## src/rtl/weight_row_streamer.sv

```systemverilog
// Reads consecutive rows from the weight bank and streams each row's three packed
// signed weights, sign-extended, to the MAC datapath over a valid/ready handshake.
module weight_row_streamer #(
   parameter int Amba_Addr_Depth = 12,
   parameter int WeightPrecision = 5,
   parameter int WeightRowWidth  = 15,
   parameter int OutWidth        = 16
) (
   input  logic                        clock,
   input  logic                        reset,
   input  logic                        start,
   input  logic [Amba_Addr_Depth-1:0]  base_addr,
   input  logic [Amba_Addr_Depth:0]    row_count,
   output logic [1:0]                  bank_control,
   output logic [Amba_Addr_Depth:0]    bank_address,
   input  logic [WeightRowWidth-1:0]   bank_data,
   output logic [OutWidth-1:0]         w_data,
   output logic                        w_valid,
   input  logic                        w_ready,
   output logic                        w_last,
   output logic                        busy,
   output logic                        done
);

   localparam int AW = Amba_Addr_Depth + 1;
   localparam logic [1:0] CTRL_READ = 2'b10;
   localparam logic [1:0] CTRL_NONE = 2'b00;

   typedef enum logic [2:0] {S_IDLE, S_ISSUE, S_WAIT, S_EMIT, S_DONE} state_t;

   state_t                       state_reg;
   logic [Amba_Addr_Depth-1:0]   addr_reg;
   logic [AW-1:0]                count_reg;
   logic [AW-1:0]                row_idx_reg;
   logic [WeightRowWidth-1:0]    row_reg;
   logic [1:0]                   lane_reg;
   logic [OutWidth-1:0]          row_lane [3];
   logic [OutWidth-1:0]          bank_lane0;
   logic [Amba_Addr_Depth-1:0]   addr_next;
   logic                         last_row;

   // Sign-extended view of each packed lane of the captured row.
   generate
      for (genvar gi = 0; gi < 3; gi++) begin : g_lane
         assign row_lane[gi] = OutWidth'($signed(row_reg[gi*WeightPrecision +: WeightPrecision]));
      end
   endgenerate

   assign bank_lane0 = OutWidth'($signed(bank_data[WeightPrecision-1:0]));
   assign addr_next  = addr_reg + Amba_Addr_Depth'(1);
   assign last_row   = (row_idx_reg == count_reg - AW'(1));

   always_ff @(posedge clock or negedge reset) begin
      if (!reset) begin
         state_reg    <= S_IDLE;
         addr_reg     <= '0;
         count_reg    <= '0;
         row_idx_reg  <= '0;
         row_reg      <= '0;
         lane_reg     <= '0;
         bank_control <= CTRL_NONE;
         bank_address <= '0;
         w_data       <= '0;
         w_valid      <= 1'b0;
         w_last       <= 1'b0;
         busy         <= 1'b0;
         done         <= 1'b0;
      end else begin
         case (state_reg)
            S_IDLE: begin
               if (start) begin
                  busy <= 1'b1;
                  if (row_count != '0) begin
                     addr_reg     <= base_addr;
                     count_reg    <= row_count;
                     row_idx_reg  <= '0;
                     bank_control <= CTRL_READ;
                     bank_address <= {1'b0, base_addr};
                     state_reg    <= S_ISSUE;
                  end else begin
                     done      <= 1'b1;
                     state_reg <= S_DONE;
                  end
               end
            end
            S_ISSUE: begin
               bank_control <= CTRL_NONE;
               state_reg    <= S_WAIT;
            end
            S_WAIT: begin
               row_reg   <= bank_data;
               lane_reg  <= 2'd0;
               w_data    <= bank_lane0;
               w_valid   <= 1'b1;
               w_last    <= 1'b0;
               state_reg <= S_EMIT;
            end
            S_EMIT: begin
               // Outputs only advance on a handshake, so they hold during stalls.
               if (w_ready) begin
                  if (lane_reg != 2'd2) begin
                     lane_reg <= lane_reg + 2'd1;
                     w_data   <= (lane_reg == 2'd0) ? row_lane[1] : row_lane[2];
                     w_last   <= (lane_reg == 2'd1) && last_row;
                  end else begin
                     w_valid <= 1'b0;
                     w_last  <= 1'b0;
                     if (last_row) begin
                        done      <= 1'b1;
                        state_reg <= S_DONE;
                     end else begin
                        row_idx_reg  <= row_idx_reg + AW'(1);
                        addr_reg     <= addr_next;
                        bank_control <= CTRL_READ;
                        bank_address <= {1'b0, addr_next};
                        state_reg    <= S_ISSUE;
                     end
                  end
               end
            end
            S_DONE: begin
               done      <= 1'b0;
               busy      <= 1'b0;
               state_reg <= S_IDLE;
            end
            default: state_reg <= S_IDLE;
         endcase
      end
   end

endmodule

```

## config.mk

```make
export PLATFORM = sky130hd
export DESIGN_NAME = weight_row_streamer
export DESIGN_NICKNAME = d
export VERILOG_FILES = /design/src/rtl/weight_row_streamer.sv
export SDC_FILE = /design/constraint.sdc
export NUM_CORES = 1
export LEC_CHECK = 0
export ABC_AREA = 1
export BUFFER_PORTS_ARGS = -buffer_cell sky130_fd_sc_hd__clkbuf_2
export CAP_MARGIN = 20
export CORE_MARGIN = 2
export CORE_UTILIZATION = 60
export CTS_CLUSTER_DIAMETER = 200
export DETAILED_ROUTE_END_ITERATION = 8
export PLACE_DENSITY = 0.86
export SYNTH_ARGS = -nofsm -noshare
export SYNTH_HDL_FRONTEND = slang
export SYNTH_SLANG_ARGS = --single-unit
```

## constraint.sdc

```tcl
create_clock -name clock -period 3.5 [get_ports clock]
set_input_delay 0.175 -clock clock [delete_from_list [all_inputs] [get_ports clock]]
set_output_delay 0.175 -clock clock [all_outputs]
set_load 0.03 [all_outputs]
```

Word-level counts from Yosys, hierarchy flattened:

Index checks and enable logic that the tools add are counted.

* register bits: 93
* latch bits: 0
* bits in writable memories: 0
* memory bits (read-only): 0
* input bits: 44
* output and inout bits: 35
* memories kept: 0

* add/subtract/negate cells: 4
* multipliers: 0
* divide/modulo/power cells: 0
* $lt $le $gt $ge: 0
* equality and inequality tests: 15
* shift operators: 0
* muxes and demuxes: 51
* bitwise logic cells: 0
* reduce and logical (&&, ||, !) cells: 18

Operators with widths (number)
* $mux W13: 10
* $mux W12: 5
* $pmux W13 S2: 2
* $mux W16: 3
* $pmux W16 S2: 1
* $pmux W12 S2: 1
* $ne A2 B2 Y1 const B: 9
* $reduce_and A6 Y1: 3
* $mux W3: 5
* $mux W2: 7
* $add A13 B1 Y13 const B: 1
* $eq A13 B13 Y1: 1
* $reduce_bool A13 Y1: 1
* $sub A13 B1 Y13 const B: 1
* $add A12 B1 Y12 const B: 1
* $pmux W3 S4: 1
* $reduce_and A3 Y1: 4
* $mux W1: 10
* $eq A3 B2 Y1 const B: 2
* $pmux W1 S2: 3
* $pmux W2 S3: 1
* $reduce_bool A2 Y1: 3
* $reduce_bool A3 Y1: 2
* $pmux W2 S2: 1
* other kinds (9): 10

Longest topological paths before layout:

Gate-level depths: netlist (run 1).

* depth in word-level cells: 6
* depth in mapped cells: 16

Worst setup path after synthesis (run 1):

No wires, ideal clock.

* path type: reg-to-reg
* from: register count_reg[0]
* to: register bank_address[10]
* setup time: 0.118 ns
* arrival time: 1.780 ns
* setup slack: 1.602 ns
* cell stages (with the launch flop): 14
* buffers on the path: 1
* period minus slack after synthesis: 1.898 ns
* cells stage by stage: dfrtp_1 > inv_2 > ha_1 > nand2_1 > inv_1 > nor2_1 > nand2_1 > nor2_1 > nand3_1 > nor3_4 > nand3_4 > buf_2 > nand4_1 > nand2_1

* longest elaborated chain between the ends: 4

Ends and longest elaborated chain
* from (decl): RTL line 33 `logic [AW-1:0] count_reg;`
* from (signal assigned): RTL line 75 `count_reg <= row_count;`
* $sub A13 B1 Y13: RTL line 51 `assign last_row = (row_idx_reg == count_reg - AW'(1));`
* $eq A13 B13 Y1: RTL line 51
* $ne A2 B2 Y1 (no source line)
* $reduce_and A6 Y1 (no source line)
* to (signal assigned): RTL line 78 `bank_address <= {1'b0, base_addr};`
* to (signal assigned): RTL line 115 `bank_address <= {1'b0, addr_next};`
* to (decl): RTL line 15 `output logic [Amba_Addr_Depth:0] bank_address,`

No other way between the ends.
A chain may end at the register's enable or synchronous reset.

Worst setup path in the final report (run 1):

* from: register count_reg[0]
* to: register bank_address[9]

Same word-level chain as after synthesis.

==> results of run 1 <==
==> through the flow <==
step,std cells,util [%]
final,730,72.16
after global routing,730,72.16
after CTS,730,72.16
after detailed placement,713,68.19
after global placement,713,68.19
after floorplan,588,-
==> worst paths after layout <==
| check | cells after the start | slack [ps] | from | endpoint |
|---|---|---|---|---|
| setup / recovery | 13 | 1090 | count_reg[0]$_DFFE_PN0P_ | bank_address[9]$_DFFE_PN0P_ |
| hold / removal | 3 | 20 | bank_data[9] | row_reg[9]$_DFFE_PN0P_ |
| setup reg to reg | 13 | 1090 | count_reg[0]$_DFFE_PN0P_ | bank_address[9]$_DFFE_PN0P_ |
| hold reg to reg | 2 | 480 | done$_DFFE_PN0P_ | done$_DFFE_PN0P_ |
| max in group asynchronous | 3 | 2150 | reset | row_idx_reg[12]$_DFFE_PN0P_ |
| min in group asynchronous | 2 | 410 | reset | count_reg[1]$_DFFE_PN0P_ |
==> critical path: stages, from the launching register on <==
cell,delay (ps)
dfrtp_1,390
inv_2,60
ha_1,310
nand2_1,60
inv_1,40
nor2_1,70
nand2_1,50
nor2_1,100
nand3_1,140
nor3_4,240
nand3_4,310
nand3_4,360
nand2_1,110
nand2_1,90
==> cells in the final DEF, fill, tap and decap left out, drive strengths merged <==
| cell type | instances |
|---|---|
| a31oi | 6 |
| or2 | 1 |
| nand2 | 206 |
| o21ai | 31 |
| o31ai | 1 |
| bufinv | 3 |
| ha | 6 |
| xor2 | 15 |
| inv | 64 |
| nor4 | 1 |
| clkinv | 1 |
| nor3b | 2 |
| dfrtp | 63 |
| dlygate4sd3 | 1 |
| buf | 6 |
| a21o | 1 |
| nand4 | 29 |
| nor3 | 5 |
| nand3 | 33 |
| xnor2 | 5 |
| nand3b | 2 |
| a21oi | 9 |
| o22ai | 1 |
| nor2 | 71 |
| clkbuf | 87 |
| conb | 2 |
| mux2 | 1 |
==> kinds of logic (layout without fill, tap and decap cells) <==
group           after synthesis  in the layout  synth area share (%)
fa+ha+maj                     6              6                 1.853
other cells                   1              2               0.09256
compound gates               49             49                 6.486
mux                           1              1                0.2779
xor+xnor                     20             20                 4.324
buf+inv                      97            162                 10.72
flops                        63             63                 38.91
simple gates                350            350                 37.34
==> area by class of cell <==
class	instances	area, um^2	area share [%]
multi-input cells	428	2044	44.11
flip-flops and latches	63	1577	34.02
inverters	63	236.5	5.103
well taps	77	96.34	2.079
clock inverters	5	103.9	2.241
clock buffers	11	141.4	3.051
repair buffers	83	435.4	9.395
==> per-layer routing <==
| metal | vias up | share of wire (%) | track usage (%) | routed length, um |
|---|---|---|---|---|
| met5 | - | 0 | 0 | 0 |
| met4 | 0 | 2.1 | 13.49 | 200 |
| met3 | 21 | 5.3 | 5.714 | 499 |
| met2 | 130 | 49 | 44.96 | 4637 |
| met1 | 1806 | 44 | 36.72 | 4145 |
| li1 | 1978 | - | - | - |
==> report_power, final <==
group | switching [mW] | internal, mW
logic | 1.41 | 0.635
clock network | 0.298 | 0.494
registers | 0.275 | 1.01
==> timing repair <==
item	CTS	global route
hold buffers	1	0
resized for setup	0	0
hold endpoints to repair	26	0
==> impl_metrics.csv, run 1 <==
group,metric,value,unit
global_route,antenna_found_initial,0,
routing,avgRoutedWirePerCell,12.99,um
setup_path,cp-start-kind,"flip-flop",
placement,io_buffers,76,
finish,antennaDiodeCount,0,
job,drv_cap,0,
sta,clock_skew,11.15,ps
power_and_ir_drop,powerDensity,889.7,mW/mm^2
routing,vias,3935,
finish,fin_nets,698,
power_and_ir_drop,leakagePower,2.478,nW
yosys,syn_area,0.004051,mm^2
finish,fillCellCount,518,
global_route,grt_usage,28.09,%
sta,fmax,415.6,MHz
clock_tree,worstSkewPairLatency,350,ps
global_route,grt_pass1_wl,16660,um
yosys,seq_area_frac_synth,38.91,%
floorplanning,die_y,86.17,um
floorplanning,core,0.006422,mm^2
yosys,ys_ff_latch,63,
setup_path,required,3780,ps
clock_tree,cts_buffers,9,
yosys,synthCells,587,
sta,timing.final.crit_period,2406,ps
global_route,grt_pass1_vias,3716,
power_and_ir_drop,power.total,4.123,mW
floorplanning,start_util,63.08,%
yosys,yosysUniqueCellTypes,35,
yosys,avgSynthCellArea,6.902,um^2
sta,rsz0062_at_grt,"false",
yosys,yosys.area.top_type,"dfrtp_1",
yosys,ys_top_cells_by_area,"dfrtp_1 (39%), nand2_1 (19%), nor2_1 (6.1%)",
routing,vias_per_cell,5.390,
finish,areaGrowthSynthToFinish,14.39,%
sta,tns,0,ps
yosys,synth_top_area_share,38.91,%
yosys,yosys-top-cells-count,"nand2_1 (204), nor2_1 (66), dfrtp_1 (63)",
routing,drc,0,
placement,dpl_cell_area,0.004379,mm^2
yosys,async_reset_ff_share,100.0,%
routing,antenna_left,0,
clock_tree,post-cts-setup-buffers,0,
sta,fin_ws,1094,ps
floorplanning,die_area,0.007425,mm^2
finish,fin_area,0.004634,mm^2
clock_tree,clk_pin_slew,80,ps
global_route,grt_overflow_total,0,
yosys,synth_edf_count,0,
status,outcome,"complete, no violations",
sta,worstMarginPinSlew,798.9,ps
clock_tree,cts_tree,"built",
power_and_ir_drop,ir_worst_vdd,693.5,uV
floorplanning,die_x,86.17,um
finish,layout-drive-gt1-share,17.30,%
placement,hpwlAfterDp,6610,um
global_route,grt_max_degree,38,
sta,slew_headroom,46.59,%
setup_path,path_class,"reg -> reg",
setup_path,path_max_fanout,28,
floorplanning,ios,79,
sta,setup_viol,0,
yosys,yosysMostFrequentCell,"nand2_1",
clock_tree,ctsRootBufferMaster,"clkbuf_8",
yosys,yosys_warnings,0,
setup_path,cp.arrival,2690,ps
routing,routed_wl,9482,um
yosys,synthFlopType,"dfrtp_1",
sta,hold_viol,0,
placement,place_congestion,0.8748,
clock_tree,cts_sinks,63,
floorplanning,placementRows,29,
placement,dp_slack,1135,ps
clock_tree,clockBufferDepth,2,
routing,drtIter0Drc,336,
sta,fin_crit_sh,68.75,%
setup_path,end_kind,"flip-flop",
routing,dr.pass1.iters,5,
clock_tree,htree_levels,3,
sta,whs,19.54,ps
hold_path,hold_class,"in -> reg",
sta,drv_slew,0,
(Power assumes the default switching activity.)
==> run 2, diff against run 1 <==
--- a/config.mk
+++ b/config.mk
@@ -5,14 +5,14 @@
 export SDC_FILE = /design/constraint.sdc
 export NUM_CORES = 1
 export LEC_CHECK = 0
-export ABC_AREA = 1
+export ABC_AREA = 0
 export BUFFER_PORTS_ARGS = -buffer_cell sky130_fd_sc_hd__clkbuf_2
 export CAP_MARGIN = 20
 export CORE_MARGIN = 2
-export CORE_UTILIZATION = 60
+export CORE_UTILIZATION = 55
 export CTS_CLUSTER_DIAMETER = 200
 export DETAILED_ROUTE_END_ITERATION = 8
-export PLACE_DENSITY = 0.86
+export PLACE_DENSITY = 0.8
 export SYNTH_ARGS = -nofsm -noshare
 export SYNTH_HDL_FRONTEND = slang
 export SYNTH_SLANG_ARGS = --single-unit
==> constraint.sdc (replaced) <==
create_clock -name clock -period 2.35 [get_ports clock]
set_input_delay 0.1175 -clock clock [delete_from_list [all_inputs] [get_ports clock]]
set_output_delay 0.1175 -clock clock [all_outputs]
set_load 0.03 [all_outputs]
==> run 2 against run 1 <==
Cell count shrank 15%. Critical path type unchanged. Critical endpoint is now row_idx_reg[10]$_DFFE_PN0P_. Fmax shrank 15%. Hold slack lost 12 ps. Clock-buffer cell count shrank 2. The flow now finishes with violations (negative setup slack). Register-to-register slack lost 1600 ps.
==> impl_metrics.csv, run 2 <==
group,metric,value,unit
finish,layout_common_cells,"clkbuf_2 (76), nand2_1 (64), dfrtp_1 (63)",
clock_tree,ctsRootBufferMaster,"clkbuf_8",
yosys,seq_area_frac_synth,42.60,%
clock_tree,worstSkewPairLatency,370,ps
yosys,synth_adder_area_share,2.028,%
sta,fin_crit_sh,120.7,%
yosys,synthSimpleGateAreaFrac,23.60,%
yosys,yosysMostFrequentCell,"nand2_1",
finish,fillCellCount,415,
yosys,synthFlopType,"dfrtp_1",
clock_tree,cts_buffers,9,
yosys,yosys_warnings,0,
floorplanning,placementRows,29,
finish,antennaDiodeCount,0,
yosys,synth_top_area_share,42.60,%
yosys,ys_ff_latch,63,
sta,slew_headroom,53.41,%
routing,routed_wl,10550,um
sta,setup_viol,30,
clock_tree,htree_levels,3,
placement,dp_cells,574,
power_and_ir_drop,power.total,5.985,mW
routing,vias,3683,
yosys,ys_top_cells_by_area,"dfrtp_1 (43%), nand2_1 (6.5%), a21oi_1 (3.5%)",
status,violations,"negative setup slack",
placement,dp_slack,-485.6,ps
floorplanning,core,0.006422,mm^2
status,outcome,"finished, violations left",
placement,dpl_cell_area,0.004292,mm^2
clock_tree,cts_sinks,63,
clock_tree,clockBufferDepth,2,
finish,layout_commonest_cell,"clkbuf_2",
job,drv_cap,0,
setup_path,r2r_slack,-490,ps
sta,drv_slew,0,
floorplanning,die_x,86.03,um
sta,fmax,352.5,MHz
sta,clock_skew,13.36,ps
yosys,avgSynthCellArea,8.854,um^2
sta,rsz0062_at_grt,"true",
finish,fin_nets,586,
setup_path,required,2640,ps
setup_path,crit_path_frequent_cell,"or4_4",
finish,post_layout_nonfiller_instances,618,
setup_path,end_kind,"flip-flop",
global_route,grt_usage,27.48,%
yosys,yosys.area.top_type,"dfrtp_1",
sta,fin_ws,-486.9,ps
routing,dr.pass1.iters,5,
setup_path,worst_path_max_delay_cell,"or4_4",
yosys,synthCells,418,
setup_path,crit_chain,"inv_2 -> ha_4 -> or3b_4 -> or4_4 -> and3_4 -> o211ai_4 -> nor4_4 -> buf_6 -> or4_4 -> a21oi_2",
global_route,antenna_found_initial,0,
yosys,async_reset_ff_share,100.0,%
yosys,synth_xor_area_share,3.313,%
routing,antenna_left,0,
global_route,grt_pass1_wl,15930,um
placement,hpwlAfterDp,6563,um
clock_tree,cts_tree,"built",
yosys,syn_area,0.003701,mm^2
yosys,yosysUniqueCellTypes,59,
power_and_ir_drop,ir_worst_vdd,895.0,uV
finish,areaGrowthSynthToFinish,34.11,%
setup_path,cp-start-kind,"flip-flop",
routing,avgRoutedWirePerCell,17.06,um
floorplanning,start_util,57.63,%
floorplanning,die_y,86.03,um
global_route,grt_max_degree,32,
routing,drtIter0Drc,262,
floorplanning,ios,79,
global_route,grt_overflow_total,0,
placement,place_congestion,0.8707,
yosys,synthMuxAreaShare,5.240,%
hold_path,hold_class,"in -> reg",
power_and_ir_drop,leakagePower,2.232,nW
finish,fin_area,0.004964,mm^2
finish,layout-drive-gt1-share,35.49,%
global_route,grt_pass1_vias,3480,
yosys,synth_compound_gate_area_share,16.50,%
setup_path,crit_path_max_incr_delay,520,ps
power_and_ir_drop,powerDensity,1206,mW/mm^2
setup_path,crit_family,"simple AND/OR/NAND/NOR gates",
yosys,yosys-top-cells-count,"nand2_1 (64), dfrtp_1 (63), a21oi_1 (26)",
yosys,synth_edf_count,0,
floorplanning,die_area,0.007401,mm^2
routing,drc,0,
placement,io_buffers,76,
setup_path,path_class,"reg -> reg",
setup_path,path_max_fanout,8,
finish,final_util,77.28,%
sta,worstMarginPinSlew,698.9,ps
routing,vias_per_cell,5.960,
clock_tree,clk_pin_slew,70,ps
sta,timing.final.crit_period,2837,ps
setup_path,cp.arrival,3130,ps
sta,hold_viol,0,
yosys,synth_top_family_by_area,"simple AND/OR/NAND/NOR gates",
setup_path,cp_num_buf_inv,2,
[run 2: layer usage]
layer | wire [um] | GRT usage [%] | share of wire (%) | vias to the layer above
met1 | 4187 | 33.17 | 40 | 1762
met2 | 5433 | 48.56 | 52 | 171
met5 | 0 | 0 | 0 | -
met4 | 226 | 11.11 | 2.1 | 0
li1 | - | - | - | 1730
met3 | 697 | 4.620 | 6.6 | 20
[run 2: power breakdown]
group          internal, mW  switching (mW)  total (mW)
clock network         0.381           0.480       0.861
logic                  1.26            1.97        3.23
registers              1.49           0.407        1.89
[run 2: cell families after synthesis]
logic type | count (synthesis)
buffers and inverters | 45
XOR/XNOR | 14
AO/OA/AOI/OAI | 100
AND/OR/NAND/NOR | 171
multiplexers | 18
flip-flops | 63
adder cells (fa/ha/maj) | 6
other | 1
[run 2: area by class of cell]
class	instances	area, um^2	share of cell area (%)
multi-input cells	312	2117	42.65
inverters	9	33.78	0.6806
clock buffers	9	123.9	2.496
clock inverters	7	50.05	1.008
repair buffers	141	965.9	19.46
well taps	77	96.34	1.941
flip-flops and latches	63	1577	31.76
[run 2: stage by stage]
step | setup TNS (ps) | hold WS [ps]
5_1_grt | -14280 | 3.369
2_1_floorplan | -9266 | -178.1
3_5_place_dp | -11830 | 184.5
4_1_cts | -10690 | 0.2272
6_report | -11310 | 7.356
3_3_place_gp | -8800 | 168.2
[run 2: final timing paths]
| path | cells after the start | to | from |
|---|---|---|---|
| max | 10 | row_idx_reg[10]$_DFFE_PN0P_ | count_reg[0]$_DFFE_PN0P_ |
| max reg2reg | 10 | row_idx_reg[10]$_DFFE_PN0P_ | count_reg[0]$_DFFE_PN0P_ |
| min in group asynchronous | 2 | count_reg[5]$_DFFE_PN0P_ | reset |
| max in group asynchronous | 3 | bank_address[6]$_DFFE_PN0P_ | reset |
| min reg2reg | 1 | done$_DFFE_PN0P_ | done$_DFFE_PN0P_ |
| min | 2 | row_reg[10]$_DFFE_PN0P_ | bank_data[10] |
[run 2: timing repair]
action | in CTS | in global routing
hold buffers | 19 | 1
resized for setup | 21 | 24
setup endpoints to repair | 30 | 30
buffers inserted | 3 | 3
gates cloned | 2 | 0
endpoints found under the hold margin | 41 | 1
pin swaps | 12 | 7
==> run 3, diff against run 2 <==
--- a/config.mk
+++ b/config.mk
@@ -6,12 +6,13 @@
 export NUM_CORES = 1
 export LEC_CHECK = 0
 export ABC_AREA = 0
-export BUFFER_PORTS_ARGS = -buffer_cell sky130_fd_sc_hd__clkbuf_2
+export BUFFER_PORTS_ARGS = -buffer_cell sky130_fd_sc_hd__buf_2
 export CAP_MARGIN = 20
 export CORE_MARGIN = 2
 export CORE_UTILIZATION = 55
 export CTS_CLUSTER_DIAMETER = 200
 export DETAILED_ROUTE_END_ITERATION = 8
+export GPL_TIMING_DRIVEN = 0
 export PLACE_DENSITY = 0.8
 export SYNTH_ARGS = -nofsm -noshare
 export SYNTH_HDL_FRONTEND = slang
==> run 3 against run 2 <==
The flow still finishes with violations (negative setup slack). Core utilization up 0.078 points. Hold slack gained 3.7 ps. Global-route usage increased by 1.4 points. Via count up 0.84%. Die area unchanged. Sequential share of layout area hardly changed. Non-clock buffer count rose by 4. Sequential cell count stayed put. Cell count increased by 0.65%. Combinational power about the same. Sequential power increased by 2%.
==> impl_metrics.csv, run 3 (synthesis results as in run 2) <==
group,metric,value,unit
finish,layout_commonest_cell,"buf_2",
hold_path,hold_class,"in -> reg",
sta,hold_viol,0,
global_route,grt_usage,28.89,%
global_route,grt_max_degree,41,
finish,layout_common_cells,"buf_2 (79), nand2_1 (64), dfrtp_1 (61)",
sta,drv_slew,0,
sta,timing.final.crit_period,2806,ps
power_and_ir_drop,ir_worst_vdd,820.0,uV
routing,antenna_left,0,
finish,fin_nets,590,
sta,fin_crit_sh,119.4,%
sta,setup_viol,30,
setup_path,path_max_fanout,5,
clock_tree,clk_pin_slew,80,ps
setup_path,worst_path_max_delay_cell,"or4_4",
setup_path,required,2580,ps
routing,vias,3714,
sta,whs,11.03,ps
power_and_ir_drop,leakagePower,2.219,nW
floorplanning,start_util,57.63,%
status,violations,"negative setup slack",
sta,rsz0062_at_grt,"true",
setup_path,crit_chain,"inv_2 -> ha_4 -> or3b_4 -> buf_6 -> o31ai_4 -> and3_4 -> o211ai_4 -> buf_4 -> or4_4 -> nand2_4 -> o31ai_2",
finish,antennaDiodeCount,0,
sta,slew_headroom,61.50,%
sta,clock_skew,7.652,ps
clock_tree,cts_buffers,9,
routing,routed_wl,10500,um
global_route,grt_overflow_total,0,
placement,hpwlAfterDp,6777,um
floorplanning,die_y,86.03,um
placement,place_congestion,0.8744,
floorplanning,die_x,86.03,um
hold_path,min-delay-start,"bank_data[14]",
hold_path,hold_depth,2,
floorplanning,placementRows,29,
setup_path,cp.arrival,3030,ps
clock_tree,cts_sinks,63,
clock_tree,worstSkewPairLatency,340,ps
routing,drc,0,
floorplanning,ios,79,
routing,drtIter0Drc,240,
clock_tree,htree_levels,3,
global_route,antenna_found_initial,0,
status,outcome,"finished, violations left",
power_and_ir_drop,powerDensity,1228,mW/mm^2
global_route,grt_pass1_vias,3599,
clock_tree,clockBufferDepth,2,
routing,dr.pass1.iters,5,
setup_path,crit_path_start,"count_reg[1]$_DFFE_PN0P_",
placement,io_buffers,76,
finish,final_util,77.36,%
floorplanning,core,0.006422,mm^2
setup_path,crit_path_max_incr_delay,570,ps
floorplanning,die_area,0.007401,mm^2
global_route,grt_pass1_wl,16780,um
job,drv_cap,0,
setup_path,end_kind,"flip-flop",
sta,fmax,356.4,MHz
routing,vias_per_cell,5.971,
sta,fin_ws,-455.5,ps
clock_tree,cts_tree,"built",
finish,areaGrowthSynthToFinish,34.25,%
setup_path,r2r_start,"count_reg[1]$_DFFE_PN0P_",
routing,avgRoutedWirePerCell,16.88,um
setup_path,path_class,"reg -> reg",
setup_path,cp-start-kind,"flip-flop",
sta,worstMarginPinSlew,577.5,ps
finish,layout-drive-gt1-share,35.23,%
setup_path,r2r_cells,11,
clock_tree,ctsRootBufferMaster,"clkbuf_8",
==> run 3: cell types whose count changed in the layout (fill, tap and decap cells not counted), sizes merged <==
cell	delta
clkbuf	-61
dlygate4sd3	-4
buf	+69
clkinv	+1
clkinvlp	-2
bufinv	+1
==> run 3: final cells by class <==
| cell class | instances | area [um^2] |
|---|---|---|
| plain buffers | 35 | 217.7 |
| clock buffers | 9 | 123.9 |
| clock inverters | 7 | 73.82 |
| fillers | 440 | 1454 |
| inverters | 9 | 33.78 |
| multi-input cells | 312 | 2133 |
| flip-flops and latches | 63 | 1579 |
| well taps | 77 | 96.34 |
| repair buffers | 110 | 710.7 |
==> run 3: worst max-delay path: cells and delay by family (launching register included) <==
| kind | cells | cell delay [ps] |
|---|---|---|
| AOI/OAI and AO/OA | 3 | 440 |
| adders and majority gates | 1 | 120 |
| buffers and inverters | 3 | 370 |
| DFF | 1 | 400 |
| and+or+nand+nor | 4 | 1360 |
==> run 3: stage by stage <==
step | power [mW] | setup WS [ps] | instance area (um^2) | setup TNS, ps | std cells
after CTS | 5.822 | -528.9 | 4727 | -14360 | 614
after floorplan | 3.994 | -372.7 | 3737 | -9266 | 419
after global routing | 6.495 | -553.5 | 4969 | -14480 | 622
after global placement | 4.641 | -675.8 | 4214 | -16960 | 572
after detailed placement | 4.757 | -687.7 | 4234 | -18040 | 573
final | 6.099 | -455.5 | 4969 | -11670 | 622
==> run 3: routing by layer <==
layer	up-vias	track usage [%]	share of wire [%]
met5	-	0	0
met4	0	14.57	2.7
met3	35	5.005	7.2
met2	180	49.05	51
met1	1760	35.28	39
li1	1739	-	-
==> run 3: report_power, final <==
group,switching (mW),internal (mW),total [mW]
sequential,0.441,1.49,1.93
clock,0.454,0.491,0.945
combinational,1.93,1.30,3.22
total,2.82,3.28,6.10
==> run 3: worst paths after layout <==
kind,slack [ps],endpoint
worst min-delay path,10,row_reg[14]$_DFFE_PN0P_
min in group asynchronous,300,count_reg[1]$_DFFE_PN0P_
max in group asynchronous,1410,count_reg[4]$_DFFE_PN0P_
worst max register to register,-460,bank_address[0]$_DFFE_PN0P_
worst max-delay path,-460,bank_address[0]$_DFFE_PN0P_
worst min register to register,480,w_data[0]$_DFFE_PN0P_
==> run 3: timing repair <==
action / in CTS / in global routing
hold endpoints to repair: 38 / 0
hold buffers: 16 / 0
buffers inserted: 11 / 8
gates resized for setup: 16 / 47
cloned: 3 / 0
setup endpoints to repair: 34 / 41
pin swaps: 14 / 14
